File: config.mk
export PLATFORM = sky130hd
export DESIGN_NAME = mem_bus_arbiter
export DESIGN_NICKNAME = d
export VERILOG_FILES = /design/src/rtl/mem_bus_arbiter.sv
export SDC_FILE = /design/constraint.sdc
export NUM_CORES = 1
export LEC_CHECK = 0
export ABC_AREA = 1
export BUFFER_PORTS_ARGS = -buffer_cell sky130_fd_sc_hd__buf_4
export CAP_MARGIN = 20
export CORE_AREA = 2 2 183 185
export DETAILED_ROUTE_END_ITERATION = 12
export DIE_AREA = 0 0 185 187
export PLACE_DENSITY = 0.46
export SKIP_CTS_REPAIR_TIMING = 1
export SYNTH_ARGS = -nofsm -noshare
export SYNTH_HDL_FRONTEND = slang
export SYNTH_SLANG_ARGS = --single-unit
File: constraint.sdc
create_clock -name clk -period 1.7 [get_ports clk]
set_clock_uncertainty 0.1 [all_clocks]
set_input_delay 0.34 -clock clk [delete_from_list [all_inputs] [get_ports clk]]
set_output_delay 0.34 -clock clk [all_outputs]
set_load 0.02 [all_outputs]
File: src/rtl/mem_bus_arbiter.sv
// mem_bus_arbiter
//   Shares one DRAM-side Sysbus port between two cache requesters
//   (requester 0 = I-cache, requester 1 = D-cache). One requester is granted
//   at a time, and the grant is held for the whole transaction:
//     read : address beat, then BEATS response beats
//     write: address beat, then BEATS write-data beats
//   Simultaneous requests are resolved round-robin.
//
// Ports
//   clk, reset                    clock, synchronous active-high reset
//   rN_reqcyc / rN_reqack         request beat handshake, requester N
//   rN_req / rN_reqtag            address or write data, and tag, from requester N
//   rN_respcyc / rN_respack       response beat handshake, requester N
//   rN_resp / rN_resptag          response data and tag, to requester N
//   m_bus_reqcyc / m_bus_reqack   request beat handshake, memory side
//   m_bus_req / m_bus_reqtag      address or write data, and tag, to memory
//   m_bus_respcyc / m_bus_respack response beat handshake, memory side
//   m_bus_resp / m_bus_resptag    response data and tag from memory
module mem_bus_arbiter #(
    parameter int BUS_DATA_WIDTH = 64,
    parameter int BUS_TAG_WIDTH  = 13,
    parameter int BEATS          = 8
) (
    input  logic                      clk,
    input  logic                      reset,
    // requester 0 (I-cache)
    input  logic                      r0_reqcyc,
    output logic                      r0_reqack,
    input  logic [BUS_DATA_WIDTH-1:0] r0_req,
    input  logic [BUS_TAG_WIDTH-1:0]  r0_reqtag,
    output logic                      r0_respcyc,
    input  logic                      r0_respack,
    output logic [BUS_DATA_WIDTH-1:0] r0_resp,
    output logic [BUS_TAG_WIDTH-1:0]  r0_resptag,
    // requester 1 (D-cache)
    input  logic                      r1_reqcyc,
    output logic                      r1_reqack,
    input  logic [BUS_DATA_WIDTH-1:0] r1_req,
    input  logic [BUS_TAG_WIDTH-1:0]  r1_reqtag,
    output logic                      r1_respcyc,
    input  logic                      r1_respack,
    output logic [BUS_DATA_WIDTH-1:0] r1_resp,
    output logic [BUS_TAG_WIDTH-1:0]  r1_resptag,
    // memory side
    output logic                      m_bus_reqcyc,
    input  logic                      m_bus_reqack,
    output logic [BUS_DATA_WIDTH-1:0] m_bus_req,
    output logic [BUS_TAG_WIDTH-1:0]  m_bus_reqtag,
    input  logic                      m_bus_respcyc,
    output logic                      m_bus_respack,
    input  logic [BUS_DATA_WIDTH-1:0] m_bus_resp,
    input  logic [BUS_TAG_WIDTH-1:0]  m_bus_resptag
);

    // Tag MSB value that marks a write transaction.
    localparam logic SYSBUS_WRITE = 1'b1;
    localparam int   BW           = $clog2(BEATS) + 1;

    typedef enum logic [1:0] {IDLE, ADDR, WDATA, RESP} state_e;

    state_e          state_q, state_d;
    logic            gnt_q,   gnt_d;
    logic            last_q,  last_d;
    logic            is_wr_q, is_wr_d;
    logic [BW-1:0]   beat_q,  beat_d;

    // Signals of the currently granted requester; selected only by gnt_q so
    // the non-granted side has no combinational path to any output.
    logic                      g_reqcyc;
    logic                      g_respack;
    logic [BUS_DATA_WIDTH-1:0] g_req;
    logic [BUS_TAG_WIDTH-1:0]  g_reqtag;
    logic                      last_beat;

    // IDLE arbitration
    logic                      win;
    logic                      win_tag_msb;

    assign g_reqcyc  = gnt_q ? r1_reqcyc  : r0_reqcyc;
    assign g_respack = gnt_q ? r1_respack : r0_respack;
    assign g_req     = gnt_q ? r1_req     : r0_req;
    assign g_reqtag  = gnt_q ? r1_reqtag  : r0_reqtag;
    assign last_beat = (beat_q == BW'(BEATS - 1));

    // On a tie the requester not served last wins; otherwise whoever asks.
    assign win         = (r0_reqcyc && r1_reqcyc) ? ~last_q : r1_reqcyc;
    assign win_tag_msb = win ? r1_reqtag[BUS_TAG_WIDTH-1] : r0_reqtag[BUS_TAG_WIDTH-1];

    // State register
    always_ff @(posedge clk) begin
        if (reset) begin
            state_q <= IDLE;
            gnt_q   <= 1'b0;
            last_q  <= 1'b1;
            is_wr_q <= 1'b0;
            beat_q  <= '0;
        end else begin
            state_q <= state_d;
            gnt_q   <= gnt_d;
            last_q  <= last_d;
            is_wr_q <= is_wr_d;
            beat_q  <= beat_d;
        end
    end

    // Next-state logic
    always_comb begin
        state_d = state_q;
        gnt_d   = gnt_q;
        last_d  = last_q;
        is_wr_d = is_wr_q;
        beat_d  = beat_q;
        unique case (state_q)
            IDLE: begin
                if (r0_reqcyc || r1_reqcyc) begin
                    gnt_d   = win;
                    is_wr_d = (win_tag_msb == SYSBUS_WRITE);
                    state_d = ADDR;
                end
            end
            ADDR: begin
                if (g_reqcyc && m_bus_reqack) begin
                    beat_d  = '0;
                    state_d = is_wr_q ? WDATA : RESP;
                end
            end
            WDATA: begin
                if (g_reqcyc && m_bus_reqack) begin
                    beat_d = beat_q + BW'(1);
                    if (last_beat) begin
                        last_d  = gnt_q;
                        state_d = IDLE;
                    end
                end
            end
            RESP: begin
                if (m_bus_respcyc && g_respack) begin
                    beat_d = beat_q + BW'(1);
                    if (last_beat) begin
                        last_d  = gnt_q;
                        state_d = IDLE;
                    end
                end
            end
            default: state_d = IDLE;
        endcase
    end

    // Output logic; everything is forced low while reset is asserted so the
    // buses are quiet even before the reset edge has been taken.
    always_comb begin
        r0_reqack     = 1'b0;
        r0_respcyc    = 1'b0;
        r0_resp       = '0;
        r0_resptag    = '0;
        r1_reqack     = 1'b0;
        r1_respcyc    = 1'b0;
        r1_resp       = '0;
        r1_resptag    = '0;
        m_bus_reqcyc  = 1'b0;
        m_bus_req     = '0;
        m_bus_reqtag  = '0;
        m_bus_respack = 1'b0;
        if (!reset) begin
            unique case (state_q)
                ADDR, WDATA: begin
                    m_bus_reqcyc = g_reqcyc;
                    m_bus_req    = g_req;
                    m_bus_reqtag = g_reqtag;
                    if (gnt_q) r1_reqack = m_bus_reqack;
                    else       r0_reqack = m_bus_reqack;
                end
                RESP: begin
                    m_bus_respack = g_respack & m_bus_respcyc;
                    if (gnt_q) begin
                        r1_respcyc = m_bus_respcyc;
                        r1_resp    = m_bus_resp;
                        r1_resptag = m_bus_resptag;
                    end else begin
                        r0_respcyc = m_bus_respcyc;
                        r0_resp    = m_bus_resp;
                        r0_resptag = m_bus_resptag;
                    end
                end
                default: ;
            endcase
        end
    end

endmodule
==> impl_metrics.yaml <==
outcome:
  outcome: "complete, but fails checks"
  violations: "setup timing"
cts:
  cts_tree: "yes"
  cts.root.buffer_cell: "clkbuf_16"
  cts_max_path_buffers: 2
  htree_num_levels: 1
  cts_buffers: 3
  cts_sinks: 9
  clock_latency_ns: 0.24
  cts.clk_slew.worst_paths_ns: 0.04
final_layout:
  multi_input_area_um2: 4030
  seq_area_um2: 186
  syn2layout_area_growth_pct: 197
  utilization: 0.300
  fillerInstances: 3579
  finish.net_count: 1366
  drive_gt1_frac: 0.684
  final_common_cell: "buf_4"
  final_cell_mix: "458 x buf_4, 169 x nor2_1, 122 x nor3_4"
  diodes: 0
worst_setup_path:
  path_cells: "ha_2 -> nand2_4 -> buf_12 -> buf_4 -> nor3_2 -> buf_4"
  cp_max_fo: 31
  arrival_ns: 1.62
  cpMostUsedCell: "buf_4"
  setup.worst_path.end_class: "output port"
  crit_path_start_kind: "register"
  path_class: "register to output port"
  required_ns: 1.26
  cp_slowest_cell: "dfxtp_2"
  cpPeakStageDelay_ns: 0.33
floorplan:
  core_um2: 32900
  io_pins: 476
  rows: 67
  start_util: 0.101
  dieHeight_um: 187
  dieArea_um2: 34600
  die_x_um: 185
timing:
  hold_slack_ns: 0.175
  setup_slack_ns: -0.363
  fmax_mhz: 485
  drv_slew: 0
  rsz0062_at_grt: "yes"
  worst_slew_pin_slew_ns: 0.349
  min_period_ns: 2.06
  finalCritPeriodShare: 1.21
  setup_viol: 239
  max_slew_margin: 0.767
  hold_viol: 0
  setup_tns_ns: -59.41
grt:
  grt_pass1_wl_um: 35700
  track_usage: 0.133
  grt_pass1_vias: 5891
  overflow: 0
  grt_start_max_net_pins: 41
  antenna_found_initial: 1
yosys:
  synth_top_cell_by_area: "nor3_1"
  synth.distinct_cells: 22
  ys_seq_area_frac: 0.0543
  synth.net_count: 877
  syn_area_per_cell_um2: 5.25
  ys.warnings.count: 0
  syn_area_um2: 3320
  postSynthCellCount: 632
  synth_area_leaders: "nor3_1 26%, nor2_1 19%, nor3_2 18%"
  netlist.area_leader.share: 0.261
  synth-seq-cells: 9
route:
  post_drt_wl_per_cell_um: 16.0
  firstDrtPassIters: 4
  routed_wl_um: 25100
  viasPerCell: 3.85
  drt_iter0_drc: 185
  vias: 6036
  antenna_left: 0
  route.detailed.drc: 0
placement:
  post-place-ws_ns: -0.198
  hpwl_um: 21200
  io_buffers: 475
  routabilityCongestion: 0.781
power_and_ir_drop:
  ir_drop_uv: 323
  cellLeakagePower_uw: 0.00470
  power.density_nw_per_um2: 689
run:
  drv_cap: 0
min_path:
  hold_path_class: "primary input to register"
-- state kept, by name, summed over array words and instances, names as in the netlist --
name     count
beat_q       4
gnt_q        1
is_wr_q      1
last_q       1
state_q      2
-- routing by layer --
| layer | track usage | share of wire | vias to the layer above |
|---|---|---|---|
| li1 | - | - | 3007 |
| met5 | 0 | 0 | - |
| met1 | 0.163 | 0.40 | 2708 |
| met2 | 0.245 | 0.51 | 310 |
| met4 | 0.0125 | 0.0063 | 0 |
| met3 | 0.0259 | 0.087 | 11 |
-- Yosys cell counts --
cell	count
o21ai_0	2
o21ai_1	1
nor3_1	173
clkbuf_1	23
nor3_2	60
ha_1	6
nor2_2	1
nor2_1	169
inv_2	4
buf_4	9
and3_1	1
nand4_1	4
a31oi_1	2
dfxtp_1	9
a21oi_1	5
nand3_4	2
buf_2	27
nand2_1	29
inv_1	93
nand3_1	9
o21a_1	1
nand2_4	2
-- kinds of logic (layout without fill, tap and decap cells) --
logic type               count (synthesis)  after routing  share of synthesized area
AO/OA/AOI/OAI                           11             11                     0.0181
AND/OR/NAND/NOR                        450            452                      0.708
flip-flops                               9              9                     0.0543
adder cells (fa/ha/maj)                  6              6                     0.0226
buffers and inverters                  156            642                      0.197
-- report_power, final --
group          internal [µW]  switching, µW  total, µW
clock network            315            118        433
logic                   2700           3340       6040
registers                270           42.0        312
-- final cells by class --
class / instances / share of cell area
flip-flops and latches: 9 / 0.0189
repair buffers: 541 / 0.470
well taps: 448 / 0.0569
inverters: 97 / 0.0370
clock buffers: 4 / 0.00800
multi-input cells: 469 / 0.409
-- stage by stage --
| step | std cells | power [µW] | area (µm²) |
|---|---|---|---|
| floorplan | 632 | 3650 | 4790 |
| global placement | 1557 | 5680 | 9240 |
| detailed placement | 1557 | 5690 | 9240 |
| CTS | 1561 | 6140 | 9320 |
| global route | 1568 | 7260 | 9850 |
| finish | 1568 | 6780 | 9850 |
-- path summary, 6_finish.rpt --
path / end / startpoint / cells after the start / slack (ns)
setup / recovery: r1_resp[38] / state_q[0] / 6 / -0.36
hold / removal: gnt_q / reset / 2 / 0.18
setup reg to reg: state_q[1] / gnt_q / 8 / -0.04
hold reg to reg: last_q / last_q / 2 / 0.36
-- critical path: cells and delay by family, from the launching register on --
| kind | cells | cell delay (ns) |
|---|---|---|
| buffers and inverters | 3 | 0.65 |
| DFF | 1 | 0.33 |
| adders and majority gates | 1 | 0.23 |
| and+or+nand+nor | 2 | 0.16 |
Power figures use the tool's default switching activity.
